## src/rtl/mem_wb_stage.sv

```systemverilog
// Memory/write-back stage: retires ALU/CMP/LDW results, performs LDW/STR data-memory
// accesses over a req/ack handshake with timeout, and keeps sticky flags and a retire count.

`ifndef NOP
`define NOP  5'd0
`endif
`ifndef ADD
`define ADD  5'd1
`endif
`ifndef ARSH
`define ARSH 5'd9
`endif
`ifndef CMP
`define CMP  5'd10
`endif
`ifndef LDW
`define LDW  5'd11
`endif
`ifndef STR
`define STR  5'd12
`endif

module mem_wb_stage #(
    parameter int ADDR_W  = 5,
    parameter int TIMEOUT = 15,
    parameter int CNT_W   = 16
) (
    input  logic              clk,
    input  logic              rst,
    input  logic [31:0]       ex_data,
    input  logic [4:0]        ex_opcode,
    input  logic [3:0]        ex_dest,
    input  logic [3:0]        ex_r_a,
    input  logic              ex_isimm,
    input  logic              ex_overflow,
    input  logic              ex_error,
    input  logic              clr_flags,
    output logic              dmem_req,
    output logic              dmem_we,
    output logic [ADDR_W-1:0] dmem_addr,
    output logic [31:0]       dmem_wdata,
    input  logic              dmem_ack,
    input  logic [31:0]       dmem_rdata,
    output logic              stall,
    output logic              wb_en,
    output logic [3:0]        wb_addr,
    output logic [31:0]       wb_data,
    output logic              fwd_valid,
    output logic [3:0]        fwd_addr,
    output logic [31:0]       fwd_data,
    output logic              ovf_flag,
    output logic              err_flag,
    output logic              mem_err,
    output logic [CNT_W-1:0]  retired
);

    typedef enum logic [0:0] {IDLE = 1'b0, WAIT = 1'b1} state_t;

    state_t      state;
    state_t      state_nx;
    logic [7:0]  wait_cnt;
    logic        ld_pending;
    logic [3:0]  ld_dest;

    logic is_alu;
    logic is_cmp;
    logic is_ldw;
    logic is_str;
    logic in_idle;
    logic ack_seen;
    logic timeout_hit;
    logic set_ovf;
    logic set_err;

    assign is_alu  = (ex_opcode > `NOP) && (ex_opcode <= `ARSH);
    assign is_cmp  = (ex_opcode == `CMP);
    assign is_ldw  = (ex_opcode == `LDW);
    assign is_str  = (ex_opcode == `STR);
    assign in_idle = (state == IDLE);

    // Ack wins over timeout when both land on the same edge.
    assign ack_seen    = (state == WAIT) && dmem_ack;
    assign timeout_hit = (state == WAIT) && !dmem_ack && ((wait_cnt + 8'd1) == 8'(TIMEOUT));

    assign set_ovf = in_idle && is_alu && ex_overflow;
    assign set_err = in_idle && is_alu && ex_error;

    assign stall     = (state == WAIT);
    assign fwd_valid = wb_en;
    assign fwd_addr  = wb_addr;
    assign fwd_data  = wb_data;

    always_ff @(posedge clk) begin
        if (rst) state <= IDLE;
        else     state <= state_nx;
    end

    always_comb begin
        state_nx = state;
        case (state)
            IDLE: if ((is_ldw && !ex_isimm) || is_str) state_nx = WAIT;
            WAIT: if (ack_seen || timeout_hit)         state_nx = IDLE;
            default: state_nx = IDLE;
        endcase
    end

    always_ff @(posedge clk) begin
        if (rst) begin
            dmem_req   <= 1'b0;
            dmem_we    <= 1'b0;
            dmem_addr  <= '0;
            dmem_wdata <= '0;
            wb_en      <= 1'b0;
            wb_addr    <= '0;
            wb_data    <= '0;
            retired    <= '0;
            wait_cnt   <= '0;
            ld_pending <= 1'b0;
            ld_dest    <= '0;
        end else begin
            wb_en <= 1'b0;
            if (in_idle) begin
                if (is_alu || is_cmp || (is_ldw && ex_isimm)) begin
                    wb_en   <= 1'b1;
                    wb_addr <= ex_dest;
                    wb_data <= ex_data;
                    retired <= retired + CNT_W'(1);
                end else if (is_ldw) begin
                    dmem_req   <= 1'b1;
                    dmem_we    <= 1'b0;
                    dmem_addr  <= ADDR_W'(ex_r_a);
                    ld_pending <= 1'b1;
                    ld_dest    <= ex_dest;
                    wait_cnt   <= '0;
                end else if (is_str) begin
                    dmem_req   <= 1'b1;
                    dmem_we    <= 1'b1;
                    dmem_addr  <= ADDR_W'(ex_dest);
                    dmem_wdata <= ex_data;
                    ld_pending <= 1'b0;
                    wait_cnt   <= '0;
                end
            end else if (ack_seen) begin
                dmem_req <= 1'b0;
                retired  <= retired + CNT_W'(1);
                if (ld_pending) begin
                    wb_en   <= 1'b1;
                    wb_addr <= ld_dest;
                    wb_data <= dmem_rdata;
                end
            end else if (timeout_hit) begin
                dmem_req <= 1'b0;
            end else begin
                wait_cnt <= wait_cnt + 8'd1;
            end
        end
    end

    // Sticky flags: a set condition on the clearing edge wins.
    always_ff @(posedge clk) begin
        if (rst) begin
            ovf_flag <= 1'b0;
            err_flag <= 1'b0;
            mem_err  <= 1'b0;
        end else begin
            ovf_flag <= set_ovf     | (ovf_flag & ~clr_flags);
            err_flag <= set_err     | (err_flag & ~clr_flags);
            mem_err  <= timeout_hit | (mem_err  & ~clr_flags);
        end
    end

endmodule

```

## config.mk

```make
export PLATFORM = sky130hd
export DESIGN_NAME = mem_wb_stage
export DESIGN_NICKNAME = d
export VERILOG_FILES = /design/src/rtl/mem_wb_stage.sv
export SDC_FILE = /design/constraint.sdc
export NUM_CORES = 1
export LEC_CHECK = 0
export ABC_AREA = 0
export ABC_CLOCK_PERIOD_IN_PS = 2080
export CORE_ASPECT_RATIO = 1.75
export CORE_MARGIN = 5
export CORE_UTILIZATION = 42
export DETAILED_ROUTE_END_ITERATION = 8
export HOLD_SLACK_MARGIN = 0.15
export PLACE_DENSITY = 0.77
export SETUP_SLACK_MARGIN = 0.1
export SLEW_MARGIN = 20
export SYNTH_ARGS = -nofsm -noshare
export SYNTH_HDL_FRONTEND = slang
export SYNTH_SLANG_ARGS = --single-unit
```

## constraint.sdc

```tcl
create_clock -name clk -period 2.08 [get_ports clk]
set_input_delay 0.416 -clock clk [delete_from_list [all_inputs] [get_ports clk]]
set_output_delay 0.416 -clock clk [all_outputs]
set_load 0.01 [all_outputs]
```

==> results of run 1 <==
routing by layer:
metal | vias to the layer above | global-route usage (%) | wire length, µm
li1 | 2319 | - | -
met1 | 2303 | 22.7 | 6160
met2 | 179 | 39.9 | 9010
met3 | 26 | 4.57 | 892
met4 | 0 | 7.30 | 430
met5 | - | 0 | 0
power breakdown:
group          leakage (nW)  switching (mW)  internal, mW  total (mW)
logic                  1.64           0.435         0.581        1.02
clock network         0.150           0.746         0.972        1.72
registers             0.883          0.0775          2.15        2.23
cell type report:
cell class                      count  share of cell area [%]
Clock buffer                       11                    3.13
Multi-Input combinational cell    368                    31.7
Inverter                            6                   0.290
Sequential cell                   108                    28.0
Clock inverter                      5                   0.741
Timing Repair Buffer              259                    34.0
Tap cell                          135                    2.18
cells in the final DEF, fill, tap and decap left out, drive strengths merged, types with 4 or more instances in the layout:
cell | synthesis | final
dfxtp | 108 | 108
o21ai | 6 | 6
nand2b | 6 | 6
a21oi | 48 | 48
buf | 51 | 42
nor2b | 7 | 7
xnor2 | 6 | 6
mux2i | 40 | 40
a222oi | 4 | 4
dlymetal6s2s | 0 | 4
nand2 | 74 | 74
o31ai | 6 | 6
a2111oi | 4 | 4
clkbuf | 22 | 14
nand3 | 10 | 10
a211oi | 39 | 39
or4 | 8 | 8
nand4 | 5 | 5
inv | 6 | 8
clkdlybuf4s50 | 0 | 210
nor2 | 62 | 62
per-stage QoR:
stage          cell area (µm²)  hold slack, ns  power (mW)  cells
2_1_floorplan             4910           0.457        2.68    555
3_3_place_gp              7100           0.441        3.15    863
3_5_place_dp              7100           0.446        3.17    863
4_1_cts                   7420           0.456        4.89    880
5_1_grt                   7760           0.472        5.17    892
6_report                  7760           0.454        4.97    892
worst register-to-register path: cells and delay by family (launching register included):
family                     cells  cell delay [ns]
AOI/OAI and AO/OA              4             1.04
adders and majority gates      1             0.20
buffers and inverters          1             0.15
DFF                            1             0.36
and+or+nand+nor                1             0.15
cells by family after synthesis:
| family | count (synthesis) | synth area share [%] |
|---|---|---|
| buffers and inverters | 79 | 9.25 |
| adders and majority gates | 3 | 0.764 |
| other | 1 | 0.0763 |
| muxes | 43 | 8.99 |
| AOI/OAI and AO/OA | 122 | 17.5 |
| xor gates and xnor gates | 6 | 1.07 |
| DFF | 108 | 44.0 |
| and+or+nand+nor | 193 | 18.4 |
flip-flops by register name, summed over array words and instances, names as in the netlist:
register / count
ovf_flag: 1
ld_dest: 4
fwd_data: 32
stall: 1
ld_pending: 1
wait_cnt: 8
dmem_wdata: 32
dmem_req: 1
fwd_addr: 4
mem_err: 1
retired: 16
fwd_valid: 1
dmem_we: 1
err_flag: 1
dmem_addr: 4
final timing paths:
| kind | to | cells after the start | slack [ns] |
|---|---|---|---|
| worst max-delay path | wait_cnt[5] | 7 | 0.1 |
| worst max register to register | wait_cnt[5] | 7 | 0.1 |
| worst min-delay path | dmem_wdata[4] | 2 | 0.45 |
| worst min register to register | dmem_wdata[4] | 2 | 0.45 |
repair_timing:
action | 4_1_cts | 5_1_grt
pin swaps | 2 | 6
resized for setup | 7 | 45
gates cloned | 0 | 5
endpoints found under the setup margin | 23 | 56
setup buffers | 1 | 7
==> qor.txt, run 1 <==
=================================================================================
Min-Delay Path Class                                                 flop to flop
Number of ports placed on the die boundary                                    217
Largest voltage drop on the vdd net                                      0.443 mV
Final net count                                                               839
Core ar.                                                               0.0115 mm²
Count leader, synth                                                  sky130_fd_sc_hd__dfxtp_1
Multi-input gate area                                                 0.00246 mm²
Total negative slack                                                         0 ns
Highest fanout seen on the critical path                                        5
Die boundary width                                                        91.8 µm
Total number of vias                                                         4827
Post-detailed-placement half-perimeter wirelength                         11.1 mm
Global placement routability congestion                                     0.821
R2R Path Start                                                        wait_cnt[0]
Post-CTS Hold Fix Bufs                                                          0
Worst Path Arrival                                                        2.23 ns
Proportion of netlist area held by the largest area contributor             44.0%
PD cells                                                               640 mW/mm²
Initial antenna violation count                                                 0
Source-to-sink clock delay at the later pin of the worst-skew pair        0.34 ns
Ys Warns                                                                        0
Total gr overflow                                                               0
CTS tree                                                                    built
Register cell area after layout                                       0.00217 mm²
Number of instances in the synthesized netlist                                555
Commonest cells in the netlist                                       sky130_fd_sc_hd__dfxtp_1 (108), sky130_fd_sc_hd__nand2_1 (73), sky130_fd_sc_hd__nor2_1 (62)
Master cell of the clock root buffer                                 sky130_fd_sc_hd__clkbuf_16
Maximum operating frequency                                               504 MHz
Total count of max-transition violations in the final report                    0
Number of filler cells placed in the layout                                   883
Crit path required time                                                   2.32 ns
Primary FF master, synth                                             sky130_fd_sc_hd__dfxtp_1
Largest net degree at the start of global routing                             111
Area contributors post-synth                                         sky130_fd_sc_hd__dfxtp_1 (44%), sky130_fd_sc_hd__mux2i_1 (8.2%), sky130_fd_sc_hd__a211oi_1 (6.0%)
Starting Density                                                            42.7%
Cell area after synthesis                                             0.00491 mm²
Initial drt markers                                                           260
Number of synthesized flops with an enable pin                                  0
Ant diodes                                                                      0
Delay of the slowest critical-path stage                                  0.46 ns
Share of the cycle needed by the critical path after routing                95.3%
Synthesized Nets                                                              642
Number of max-cap violations                                                    0
Leakage power figure                                                      2.67 nW
Biggest area consumer among synthesized cells                        sky130_fd_sc_hd__dfxtp_1
Antenna-violating nets left                                                     0
Family with the most delay on the worst path                         compound AO/OA/AOI/OAI gates
Per-cell routed wire length                                               18.5 µm
Wire length of the first global-routing pass                              24.2 mm
CP startpoint                                                         wait_cnt[0]
Total number of clock tree sinks                                              108
Unrepaired setup endpoints after global routing                               yes
Critical path endpoint category                                              flop
Count of endpoints failing setup in the final report                            0
All-layer global routing usage                                              21.1%
Minimum clock period after layout                                         1.98 ns
Setup slack after placement                                             -0.328 ns
Post-synthesis async set-or-reset flop share                                   0%
Final design utilization                                                    67.4%
Start point of the worst hold path                                   dmem_wdata[4]
Remaining DRCs                                                                  0
H-tree depth                                                                    3
Area of the die                                                        0.0140 mm²
Cts bufs inserted                                                               9
Routed vias/inst                                                             5.41
Final hold violation count                                                      0
Worst Path Buf+Inv                                                              1
Relative max-transition margin                                              53.9%
DIE HEIGHT                                                                 153 µm
Average cell area after synthesis                                        8.85 µm²
Ratio of cells with drive above 1 in the final layout                       13.9%
Critical path class                                                  flop to flop
Standard cell with the maximum stage delay on the critical path      sky130_fd_sc_hd__a2111oi_4
Register bit total from synthesis                                             108
Result of the run                                                    finished, final reports clean
Clk pin slew, worst setup/hold paths                                      0.07 ns
Transition at the pin with the smallest max-transition slack             0.691 ns
Synthesis-to-layout area growth                                             58.0%
Maximum clock path buffer count                                                 2
Portion of the post-synthesis area used by sequential elements              44.0%
Total wirelength of the detailed-routed design                            16.5 mm
CP startpoint kind                                                           flop
Worst setup skew after layout                                           0.0109 ns
Via count of the first global-routing pass                                   4689
Cell chain of the critical path                                      ha_2, nand2b_4, o21bai_4, a2111oi_4, o21ai_4, buf_6, a311oi_2
Placement Rows                                                                 52
Final Worst Setup Slack                                                 0.0968 ns
Post-synthesis cell type count                                                 57
First-pass iteration count of the detailed router                               5
Quantity of I/O buffers inserted on ports                                     215
=================================================================================
Power figures use the tool's default switching activity.
==> inputs of run 2 (changes only) <==
--- a/config.mk
+++ b/config.mk
@@ -11,6 +11,7 @@
 export CORE_MARGIN = 5
 export CORE_UTILIZATION = 42
 export DETAILED_ROUTE_END_ITERATION = 8
+export GPL_TIMING_DRIVEN = 1
 export HOLD_SLACK_MARGIN = 0.15
 export PLACE_DENSITY = 0.77
 export SETUP_SLACK_MARGIN = 0.1
==> results of run 2 <==
The final DEF is identical to that of run 1; final timing and power are the same.
==> RTL change, RTL diff (flow settings as in run 2) <==
Reset style: asynchronous (`rst`), changed in 3 clocked blocks.
--- a/src/rtl/mem_wb_stage.sv
+++ b/src/rtl/mem_wb_stage.sv
@@ -92,3 +92,3 @@
 
-    always_ff @(posedge clk) begin
+    always_ff @(posedge clk or posedge rst) begin
         if (rst) state <= IDLE;
@@ -106,3 +106,3 @@
 
-    always_ff @(posedge clk) begin
+    always_ff @(posedge clk or posedge rst) begin
         if (rst) begin
@@ -159,3 +159,3 @@
     // Sticky flags: a set condition on the clearing edge wins.
-    always_ff @(posedge clk) begin
+    always_ff @(posedge clk or posedge rst) begin
         if (rst) begin
Function: differs if rst is asserted again (counterexample within 4 cycles, from zero or initial values and one cycle with rst high); with rst held inactive, the same outputs for 4 cycles.
==> RTL change against run 2 <==
  * Sequential cell count stayed put
  * Wire length down 9.5%
  * Synthesized area rose by 3.9%
  * Utilization decreased by 3.7 points
  * Worst setup slack improved by 0.10 ns
  * Design area is 1.5% lower
Power is not compared: it rests on default switching activity, and its combinational part moved more than twofold at a synthesized area within 25%.
==> RTL change: results (changes against run 2) <==
[run_status]
status = completed

[finish]
multi_input_area_share_pct = 26.1  ; -5.6 points
ff_latch_area_um2 = 2700  ; +24%
inverters = 11  ; +5
layout.nets = 726  ; -13%
num-nonclk-buffers = 237  ; -8.5%
drive_above_1_share_pct = 14.1  ; +0.26 points
clockNetworkAreaShare_pct = 4.22  ; +0.36 points
nFillCells = 987  ; +12%
antennaDiodeCount = 1  ; +1
buffer_area_share_pct = 31.0  ; -3.0 points
num-multi-input-gates = 272  ; -26%

[logic_synthesis]
synth_area_leaders = dfrtp_1, mux2_2, mux2i_1
synth_fa_ha_area_share_pct = 0.735  ; -0.029 points
synth_compound_area_share_pct = 8.43  ; -9.0 points
syn_avg_cell_area_um2 = 11.4  ; +28%
synthXorXnorAreaFrac_pct = 2.75  ; +1.7 points
synthTopCellsByCount = dfrtp_1, nor2_1, mux2i_1, a21oi_1, buf_4
yosysSeqAreaShare_pct = 52.9  ; +8.9 points
syn-num-nets = 536  ; -17%
async_flop_share_pct = 100  ; +100 points
synthMuxAreaShare_pct = 16.2  ; +7.2 points

[critical_path]
reg2regPathDepth = 5  ; -2
slowest_stage = clkdlybuf4s50_1
ff2ff_setup_slack_ns = 0.32  ; +0.22 ns
cp_top_family = buffers and inverters
critPathMaxFanout = 7  ; +2
cp.arrival_ns = 1.47  ; -0.76 ns

[global_routing]
grt_pass1_vias = 4499  ; -4.1%
grt.total_usage_pct = 21.0  ; -0.097 points
antenna_found_initial = 1  ; +1
grtUsageMet2_pct = 37.2  ; -2.7 points
grtUsageMet1_pct = 23.0  ; +0.33 points
use_met3_pct = 4.92  ; +0.35 points
grt_pass1_wl_um = 23700  ; -2.2%
grt_max_degree = 109  ; -1.8%

[detailed_routing]
drt_first_iter_violations = 167  ; -36%
vias = 4100  ; -15%
first_pass_iters = 4  ; -1
vias_per_cell = 5.06  ; -6.5%
drt-total-wl_um = 14900  ; -9.5%
wl_met2_um = 8090  ; -10%
wl_met1_um = 5390  ; -13%

[timing]
worst_pin_slew_ns = 0.591  ; -0.100 ns
holdWs_ns = 0.476  ; +0.0220 ns
finClkSkew_ns = 0.00793  ; -0.00298 ns

[clock_network]
cts_setup_buffers = 0  ; -1
postCtsResizedCells = 4  ; -3

[placed_design]
dp_hpwl_um = 11400  ; +2.7%
routabilityCongestion = 0.841  ; +2.5%

## RTL change: cell count changes after synthesis, moves of 6 or more
cell	change
a21oi_1	-9
nor2_1	-20
nor2b_1	-7
nand2_1	-52
buf_2	-9
xnor2_1	+8
dfxtp_1	-108
clkbuf_1	-8
dfrtp_1	+108
o31ai_1	-6
mux2_2	+36
a211oi_1	-39
or4_1	-7
## RTL change: logic make-up (layout without fill, tap and decap cells)
group                    after synthesis  in the layout
AO/OA/AOI/OAI                         69             69
multiplexers                          78             78
AND/OR/NAND/NOR                      105            105
other                                  1              2
adder cells (fa/ha/maj)                3              3
XOR/XNOR                              16             16
buffers and inverters                 69            264
flip-flops                           108            108
## RTL change: path summary, 6_finish.rpt
kind | startpoint | to
max in group asynchronous | rst | stall$_DFF_PP0_
min in group asynchronous | rst | dmem_wdata[1]$_DFFE_PP0P_
hold / removal | dmem_addr[3]$_DFFE_PP0P_ | dmem_addr[3]$_DFFE_PP0P_
setup / recovery | stall$_DFF_PP0_ | stall
hold reg to reg | dmem_addr[3]$_DFFE_PP0P_ | dmem_addr[3]$_DFFE_PP0P_
setup reg to reg | wait_cnt[1]$_DFFE_PP0P_ | dmem_req$_DFFE_PP0P_
## RTL change: stage by stage
step / setup slack (ns) / total power [W] / instance area, µm² / util, %
6_report: 0.198 / 0.00710 / 7640 / 63.7
5_1_grt: 0.138 / 0.00748 / 7640 / 63.7
4_1_cts: 0.153 / 0.00720 / 7640 / 63.6
3_5_place_dp: -0.331 / 0.00530 / 7320 / 61.0
3_3_place_gp: -0.263 / 0.00522 / 7320 / 61.0
2_1_floorplan: 0.243 / 0.00399 / 5110 / -
## RTL change: worst register-to-register path: stages, from the launching register on
cell and delay, ns:
dfrtp_1 0.43, nand3_1 0.17, or2_2 0.38, nor4b_1 0.35, a221o_1 0.18, a41oi_1 0.12
